===== src/rtl/jt51_bridge_pkg.sv =====
// Shared types and helpers for the jt51 sample bridge.
package jt51_bridge_pkg;

  typedef enum logic {
    IDLE = 1'b0,
    SEND = 1'b1
  } state_t;

  localparam logic [7:0] UNITY_GAIN = 8'h80;

  // Clamp a signed value into the signed range of the given bit width.
  function automatic logic signed [63:0] sat_s(input logic signed [63:0] value,
                                               input int unsigned       width);
    logic signed [63:0] hi;
    logic signed [63:0] lo;
    hi = (64'sd1 <<< (width - 1)) - 64'sd1;
    lo = -(64'sd1 <<< (width - 1));
    if (value > hi)      sat_s = hi;
    else if (value < lo) sat_s = lo;
    else                 sat_s = value;
  endfunction

endpackage


===== src/rtl/jt51_frame_fifo.sv =====
// Frame FIFO: DEPTH entries of W bits, registered level/full/empty flags.
module jt51_frame_fifo #(
  parameter int unsigned DEPTH = 4,
  parameter int unsigned W     = 32
) (
  input  logic                       clk,
  input  logic                       rst_n,
  input  logic                       push,
  input  logic                       pop,
  input  logic [W-1:0]               wdata,
  output logic [W-1:0]               rdata,
  output logic                       full,
  output logic                       empty,
  output logic [$clog2(DEPTH):0]     level
);

  localparam int unsigned AW = $clog2(DEPTH);
  localparam int unsigned LW = AW + 1;

  logic [W-1:0]  mem [DEPTH];
  logic [AW-1:0] wptr;
  logic [AW-1:0] rptr;
  logic          push_ok;
  logic          pop_ok;
  logic [LW-1:0] level_d;

  assign push_ok = push && !full;
  assign pop_ok  = pop && !empty;
  assign rdata   = mem[rptr];

  // Next occupancy; a same-cycle push and pop leave it unchanged.
  always_comb begin
    level_d = level;
    case ({push_ok, pop_ok})
      2'b10:   level_d = level + LW'(1);
      2'b01:   level_d = level - LW'(1);
      default: level_d = level;
    endcase
  end

  // Storage array, no reset needed.
  always_ff @(posedge clk) begin
    if (push_ok) mem[wptr] <= wdata;
  end

  // Pointers and occupancy flags.
  always_ff @(posedge clk or negedge rst_n) begin
    if (!rst_n) begin
      wptr  <= '0;
      rptr  <= '0;
      level <= '0;
      full  <= 1'b0;
      empty <= 1'b1;
    end else begin
      if (push_ok) wptr <= wptr + AW'(1);
      if (pop_ok)  rptr <= rptr + AW'(1);
      level <= level_d;
      full  <= (level_d == LW'(DEPTH));
      empty <= (level_d == '0);
    end
  end

endmodule


===== src/rtl/jt51_sample_bridge.sv =====
// jt51 multi-channel PCM frame capture -> per-channel valid/ready stream,
// sign-extended and left-aligned to OUT_W. Optional per-frame gain with
// saturation is enabled by defining JT51_BRIDGE_GAIN_EN.
module jt51_sample_bridge
  import jt51_bridge_pkg::*;
#(
  parameter int unsigned IN_W  = 16,
  parameter int unsigned OUT_W = 24,
  parameter int unsigned NCH   = 2,
  parameter int unsigned DEPTH = 4
) (
  input  logic                        clk,
  input  logic                        rst_n,
  input  logic                        sample_stb,
  input  logic [NCH*IN_W-1:0]         din,
  output logic                        m_valid,
  input  logic                        m_ready,
  output logic [OUT_W-1:0]            m_data,
  output logic [$clog2(NCH)-1:0]      m_chan,
  output logic                        m_last,
  output logic [$clog2(DEPTH):0]      level,
  output logic                        overflow,
  input  logic                        clr_ovf,
  input  logic [7:0]                  gain
);

  localparam int unsigned CW    = $clog2(NCH);
  localparam int unsigned FW    = NCH * IN_W;
  localparam int unsigned SHIFT = OUT_W - IN_W;

  state_t                  state_q, state_d;
  logic [CW-1:0]           chan_q, chan_d;
  logic                    pop, load;
  logic [FW-1:0]           fifo_rdata;
  logic                    fifo_full, fifo_empty;
  logic signed [OUT_W-1:0] ext_v    [NCH];
  logic signed [OUT_W-1:0] conv     [NCH];
  logic signed [OUT_W-1:0] shadow_q [NCH];
  logic signed [OUT_W-1:0] shadow_d [NCH];
  logic [OUT_W-1:0]        data_d;

  jt51_frame_fifo #(
    .DEPTH (DEPTH),
    .W     (FW)
  ) u_fifo (
    .clk   (clk),
    .rst_n (rst_n),
    .push  (sample_stb),
    .pop   (pop),
    .wdata (din),
    .rdata (fifo_rdata),
    .full  (fifo_full),
    .empty (fifo_empty),
    .level (level)
  );

`ifdef JT51_BRIDGE_GAIN_EN
  localparam int unsigned PW = OUT_W + 9;
  logic signed [PW-1:0] prod_v [NCH];

  // Extend, scale by Q1.7 gain, then saturate back to OUT_W.
  always_comb begin
    for (int i = 0; i < NCH; i++) begin
      ext_v[i]  = OUT_W'($signed(fifo_rdata[i*IN_W +: IN_W])) <<< SHIFT;
      prod_v[i] = PW'(ext_v[i]) * $signed({1'b0, gain});
      conv[i]   = OUT_W'(sat_s(64'(prod_v[i] >>> 7), OUT_W));
    end
  end
`else
  logic unused_gain;
  assign unused_gain = ^gain;

  // Sign-extend and left-align each channel of the FIFO head frame.
  always_comb begin
    for (int i = 0; i < NCH; i++) begin
      ext_v[i] = OUT_W'($signed(fifo_rdata[i*IN_W +: IN_W])) <<< SHIFT;
      conv[i]  = ext_v[i];
    end
  end
`endif

  // Next state, channel index and pop/load decisions.
  always_comb begin
    state_d = state_q;
    chan_d  = chan_q;
    pop     = 1'b0;
    load    = 1'b0;
    case (state_q)
      IDLE: begin
        if (!fifo_empty) begin
          pop     = 1'b1;
          load    = 1'b1;
          chan_d  = '0;
          state_d = SEND;
        end
      end
      SEND: begin
        if (m_valid && m_ready) begin
          if (chan_q != CW'(NCH - 1)) begin
            chan_d = chan_q + CW'(1);
          end else if (!fifo_empty) begin
            pop    = 1'b1;
            load   = 1'b1;
            chan_d = '0;
          end else begin
            state_d = IDLE;
          end
        end
      end
      default: state_d = IDLE;
    endcase
  end

  // Next shadow contents and the sample selected for the next beat.
  always_comb begin
    data_d = '0;
    for (int i = 0; i < NCH; i++) begin
      shadow_d[i] = load ? conv[i] : shadow_q[i];
      if (CW'(i) == chan_d) data_d = shadow_d[i];
    end
  end

  // FSM, shadow frame and registered stream outputs.
  always_ff @(posedge clk or negedge rst_n) begin
    if (!rst_n) begin
      state_q <= IDLE;
      chan_q  <= '0;
      for (int i = 0; i < NCH; i++) shadow_q[i] <= '0;
      m_valid <= 1'b0;
      m_data  <= '0;
      m_chan  <= '0;
      m_last  <= 1'b0;
    end else begin
      state_q  <= state_d;
      chan_q   <= chan_d;
      shadow_q <= shadow_d;
      m_valid  <= (state_d == SEND);
      m_data   <= data_d;
      m_chan   <= chan_d;
      m_last   <= (state_d == SEND) && (chan_d == CW'(NCH - 1));
    end
  end

  // Sticky drop flag; a drop wins over a clear in the same cycle.
  always_ff @(posedge clk or negedge rst_n) begin
    if (!rst_n)                        overflow <= 1'b0;
    else if (sample_stb && fifo_full)  overflow <= 1'b1;
    else if (clr_ovf)                  overflow <= 1'b0;
  end

endmodule


===== config.mk =====
export PLATFORM = sky130hd
export DESIGN_NAME = jt51_sample_bridge
export DESIGN_NICKNAME = d
export VERILOG_FILES = /design/src/rtl/jt51_bridge_pkg.sv /design/src/rtl/jt51_frame_fifo.sv /design/src/rtl/jt51_sample_bridge.sv
export SDC_FILE = /design/constraint.sdc
export NUM_CORES = 1
export LEC_CHECK = 0
export ABC_AREA = 1
export BUFFER_PORTS_ARGS = -buffer_cell sky130_fd_sc_hd__buf_2
export CELL_PAD_IN_SITES_DETAIL_PLACEMENT = 1
export CELL_PAD_IN_SITES_GLOBAL_PLACEMENT = 2
export CORE_ASPECT_RATIO = 0.8
export CORE_MARGIN = 1
export CORE_UTILIZATION = 39
export DETAILED_ROUTE_END_ITERATION = 16
export PLACE_DENSITY = 0.87
export SLEW_MARGIN = 20
export SYNTH_ARGS = -nofsm -noshare
export SYNTH_HDL_FRONTEND = slang
export SYNTH_SLANG_ARGS = --single-unit

===== constraint.sdc =====
create_clock -name clk -period 3.2 [get_ports clk]
set_clock_uncertainty 0.1 [all_clocks]
set_input_delay 0.64 -clock clk [delete_from_list [all_inputs] [get_ports clk]]
set_output_delay 0.64 -clock clk [all_outputs]
set_load 0.03 [all_outputs]

**Yosys cells after proc, flatten, opt, wreduce, memory -nomap -nowiden**

Memories as Yosys holds them, arrays and structs flattened.
Cells that the tools add are included.

- Bitwise logic cells: 1
- $add $sub $neg: 5
- Reductions and logical operators: 9
- Multiplexer cells: 20
- Eq/ne operators: 3

Operator list:

| kind | number |
|---|---|
| 2-to-1 mux 24 bit | 3 |
| 2-to-1 mux 1 bit | 13 |
| one-hot mux 1 bit (2 select lines) | 3 |
| one-hot mux 3 bit (2 select lines) | 1 |
| logical AND 1 bit | 5 |
| adder 2 x 1 -> 2 bit (second input constant) | 2 |
| adder 3 x 1 -> 3 bit (second input constant) | 1 |
| equality test 3 bit (second input constant) | 1 |
| zero test 3 bit | 1 |
| subtractor 3 x 1 -> 3 bit (second input constant) | 1 |
| equality test 2 x 1 -> 1 bit (second input constant) | 1 |
| equality test 2 bit (second input constant) | 1 |
| zero test 1 bit | 2 |
| nonzero test 2 bit | 1 |
| adder 1 bit (second input constant) | 1 |
| inverter 1 bit | 1 |

- Input bits: 45
- Bits in registers: 85
- Output and inout bits: 31
- Memories kept: 1
- Bits in writable memories: 128

Memories:

| name | depth | width | read ports | clocked after memory_dff | write ports | RTL line | RTL |
|---|---|---|---|---|---|---|---|
| u_fifo.mem | 4 | 32 | 1 | 0 | 1 | jt51_frame_fifo.sv:20 | `logic [W-1:0] mem [DEPTH];` |

**Longest topological paths before layout**

- Depth after elaboration: 8
- Depth in mapped cells: 13
- Depth with buffers taken out: 12

**Modules after synthesis**

Synthesis repeated with hierarchy kept, for this count alone.

- Cells, all modules: 702
- Area, all modules: 8369.3 µm²

Modules (own cells, without submodules):

| module | area an instance (µm²) | cells an instance | seq. area each (µm²) | times used |
|---|---|---|---|---|
| jt51_frame_fifo | 5271.3 | 365 | 4070.2 | 1 |
| jt51_sample_bridge | 3098.0 | 337 | 1901.8 | 1 |

**Worst setup path after synthesis**

Ideal clock, no wire load.

- Kind: in2reg
- Start point: in sample_stb
- End point: mem u_fifo.mem[0][0] (enable)
- Required time: 2679 ps
- Data arrival time: 2174 ps
- Buffers on the path: 0
- Stages: 2
- Setup slack: 504 ps
- Cells stage by stage: nand2_1 > nor2_1

- Word-level cells in the longest chain between the ends: 3

Ends and longest elaborated chain:

| item | RTL line | RTL |
|---|---|---|
| start, declared | jt51_sample_bridge.sv:14 | `input logic sample_stb,` |
| logical AND 1 bit | jt51_frame_fifo.sv:27 | `assign push_ok = push && !full;` |
| 2-to-1 mux 1 bit | jt51_frame_fifo.sv:43 | `if (push_ok) mem[wptr] <= wdata;` |
| 2-to-1 mux 1 bit (implied by the code) | jt51_frame_fifo.sv:43 |  |
| end, declared | jt51_frame_fifo.sv:20 |  |

No other way between the ends.

**Worst setup path after layout**

- Start point: reg u_fifo.empty
- End point: reg u_fifo.empty

- Word-level cells in the longest chain between the ends: 8

Ends and longest elaborated chain:

| item | RTL line | RTL |
|---|---|---|
| start, declared | jt51_frame_fifo.sv:13 | `output logic empty,` |
| start signal, assigned | jt51_frame_fifo.sv:59 | `empty <= (level_d == '0);` |
| 2-to-1 mux 1 bit | jt51_sample_bridge.sv:90, jt51_sample_bridge.sv:101 |  |
| 2-to-1 mux 1 bit | jt51_sample_bridge.sv:99 | `if (chan_q != CW'(NCH - 1)) begin` |
| 2-to-1 mux 1 bit | jt51_sample_bridge.sv:98 | `if (m_valid && m_ready) begin` |
| one-hot mux 1 bit (2 select lines) | jt51_sample_bridge.sv:88 | `case (state_q)` |
| logical AND 1 bit (*) | jt51_frame_fifo.sv:28 | `assign pop_ok = pop && !empty;` |
| equality test 2 x 1 -> 1 bit / equality test 2 bit (equally long branches) | jt51_frame_fifo.sv:34 | `case ({push_ok, pop_ok})` |
| one-hot mux 3 bit (2 select lines) (*) | jt51_frame_fifo.sv:34 |  |
| net u_fifo.level_d[1] | jt51_frame_fifo.sv:25 | `logic [LW-1:0] level_d;` |
| zero test 3 bit (*) | jt51_frame_fifo.sv:59 |  |

The timed path passes the listed nets; every way through them passes the cells marked *.
A chain may end at the register's enable or synchronous reset.

==> results.ini <==
[setup_path]
r2r_slack_ps = 1040
worstSetupPathType = register to register
critPathMaxFanout = 3
crit_path_top_delay_cell = sky130_fd_sc_hd__dfstp_2
cpMostUsedCell = sky130_fd_sc_hd__inv_1
worst_ep_required_time_ps = 3520
rr_endpoint = u_fifo.empty
rr_worst_depth = 9
crit_buf_inv = 3
category_of_the_worst_setup_path_capture_point = register
critPathMaxStageDelay_ps = 540
arrival_ps = 2480
crit_path_cell_trace = inv_1 -> nand2_4 -> inv_4 -> ha_1 -> fa_1 -> inv_1 -> o21ai_0 -> or2_2 -> nor2_1
r2r-start = u_fifo.empty
critical_path_s_top_delay_family = adder cells
crit_path_start_kind = register

[floorplanning]
design.die.area_um2 = 23540
starting_utilization_of_the_core_area_pct = 39.73
placeableCoreArea_um2 = 22500
number_of_primary_i_o_pins = 76
std_cell_rows = 49
die_y_um = 137.4
chipWidth_um = 171.3

[job]
drv.max_cap_violation_count = 0

[clocking]
tritoncts = built
cts.hold.buffers_added = 0
ctsHtreeMaxLevel = 1
clk_pin_slew_worst_paths_ps = 60
cts.root.buffer_cell = sky130_fd_sc_hd__clkbuf_16
cts_setup_buffers = 0
clock_sink_count = 213
cts.repair.resized = 0
number_of_buffers_on_the_longest_clock_path = 3
clk-insertion-delay-late_ps = 500
numCtsBuffers = 23

[synthesis]
synth.net_count = 897
yosys_warnings = 0
synth_sequential_area_ratio_pct = 66.80
ys_types = 26
syn_inst = 846
synthesis.area_per_instance_um2 = 10.57
mappedNetlistArea_um2 = 8940
yosys_register_bits = 213

[place]
buffer_ports.inserted = 67
place.detailed.hpwl_mm = 11.45
dpl-instance-area_um2 = 9613
routabilityCongestion = 0.6892
total_placed_cells_including_tap_cells = 1200

[min_path]
worst_hold_path_type = input pin to async pin

[drt]
detail_route.iter0.violations = 330
post-route-drc-count = 0
vias = 5645
via_per_inst = 4.552
postRouteWirelength_mm = 19.23
initial_drt_pass_iterations = 4
final_antenna_net_count = 0
post_drt_wl_per_cell_um = 15.51

[timing]
setup_viol_count_final = 0
final.min_clock_period_ps = 2159
period_share_pct = 67.47
setup_tns_ps = 0
rsz0062_at_grt = false
maxSlewHeadroom_pct = 48.66
tightest_slew_ps = 770.1
timing.final.max_slew_violations = 0
total_count_of_hold_check_failures_in_the_final_report = 0
fmax_mhz = 463.2

[global_route]
grt_util_overall_pct = 17.57
grt_antenna_before_repair = 2
globalRoute.totalOverflow = 0
vias_in_the_first_global_route = 5881
grt_max_degree = 66
grt_first_pass_wirelength_mm = 31.42

[final_layout]
fin_util_pct = 45.67
synthToLayoutAreaGrowth_pct = 14.93
finalInstanceArea_um2 = 10270
num_antenna_cells = 0
fillerInstances = 2520
final_layout_size_suffix_gt1_share_pct = 16.17
stdcell_count = 1240
layout.cells.most_common = sky130_fd_sc_hd__nand2_1
final_nets = 970
leading_cell_types_in_the_layout_fill_and_taps_excluded = 201 x sky130_fd_sc_hd__nand2_1, 188 x sky130_fd_sc_hd__inv_1, 128 x sky130_fd_sc_hd__edfxtp_1

[power]
powerDensity_nw_per_um2 = 933.8
power.total_uw = 9595
cellLeakagePower_uw = 0.004862
vdd_ir_drop_max_uv = 501.3

[status]
result_of_the_run = finished, final reports clean

-- cells by family (layout without fill, tap and decap cells) --
logic type	after synthesis	after routing	share of synthesized area, %
adders and majority gates	6	6	0.9237
buffers and inverters	224	312	10.69
and+or+nand+nor	387	387	20.10
AOI/OAI and AO/OA	13	13	1.190
xor gates and xnor gates	3	3	0.2940
DFF	213	213	66.80
-- state kept, by name, summed over array words and instances (netlist names) --
| name | flops |
|---|---|
| u_fifo.mem | 128 |
| shadow_q | 48 |
| m_data | 24 |
| u_fifo.level | 3 |
| u_fifo.rptr | 2 |
| u_fifo.wptr | 2 |
| chan_q | 1 |
| m_last | 1 |
| overflow | 1 |
| state_q | 1 |
| u_fifo.empty | 1 |
| u_fifo.full | 1 |
-- layer usage --
metal	part of all wire, %	up-vias	wire length, um	track usage [%]
met2	48	90	9319	29.88
met4	1.7	4	323	3.968
met3	4.1	30	792	3.246
met5	0.18	-	34	0
met1	46	2752	8763	23.42
li1	-	2769	-	-
-- where the power goes --
| part | internal, uW | switching [uW] | leakage [uW] |
|---|---|---|---|
| Sequential | 3650 | 198 | 0.00219 |
| Combinational | 1030 | 2340 | 0.00234 |
| Clock | 1340 | 1030 | 0.000328 |
| Total | 6020 | 3570 | 0.00486 |
-- how the worst max path moves through the flow --
| stage | from | endpoint | slack [ps] | cells after the start |
|---|---|---|---|---|
| detailed placement | m_ready | u_fifo.empty | 750 | 11 |
| global route | u_fifo.empty | u_fifo.full | 930 | 9 |
| CTS | u_fifo.empty | u_fifo.full | 1030 | 9 |
| finish | u_fifo.empty | u_fifo.empty | 1040 | 9 |
| floorplan | sample_stb | u_fifo.mem[0][0] | 500 | 2 |
| global placement | m_ready | u_fifo.full | 760 | 11 |
-- layout make-up --
| type | count | area [um^2] | share of cell area [%] |
|---|---|---|---|
| Clock buffer | 31 | 615.6 | 5.991 |
| Clock inverter | 9 | 46.29 | 0.4506 |
| Multi-Input combinational cell | 409 | 2042 | 19.87 |
| Tap cell | 306 | 382.9 | 3.726 |
| Inverter | 191 | 721.9 | 7.026 |
| Sequential cell | 213 | 5973 | 58.13 |
| Timing Repair Buffer | 81 | 493.0 | 4.798 |
-- synth_stat cells (all sizes together) --
cell | instances | area [um^2]
a21oi | 2 | 10.01
and2 | 32 | 200.2
buf | 31 | 226.5
clkbuf | 2 | 7.510
dfrtp | 84 | 2102
dfstp | 1 | 26.28
edfxtp | 128 | 3844
fa | 1 | 20.02
ha | 5 | 62.56
inv | 191 | 721.9
nand2 | 204 | 783.3
nand3 | 128 | 720.7
nand3b | 1 | 7.510
nor2 | 21 | 78.83
o21ai | 11 | 96.35
or2 | 1 | 6.260
xor2 | 3 | 26.28
-- metrics by stage --
| stage | setup WS (ps) | hold slack, ps |
|---|---|---|
| 2_1_floorplan | 504.4 | 244.4 |
| 3_3_place_gp | 760.8 | 357.0 |
| 3_5_place_dp | 745.8 | 350.2 |
| 4_1_cts | 1031 | 91.61 |
| 5_1_grt | 930.0 | 113.7 |
| 6_report | 1041 | 72.39 |
Power figures use the tool's default switching activity.
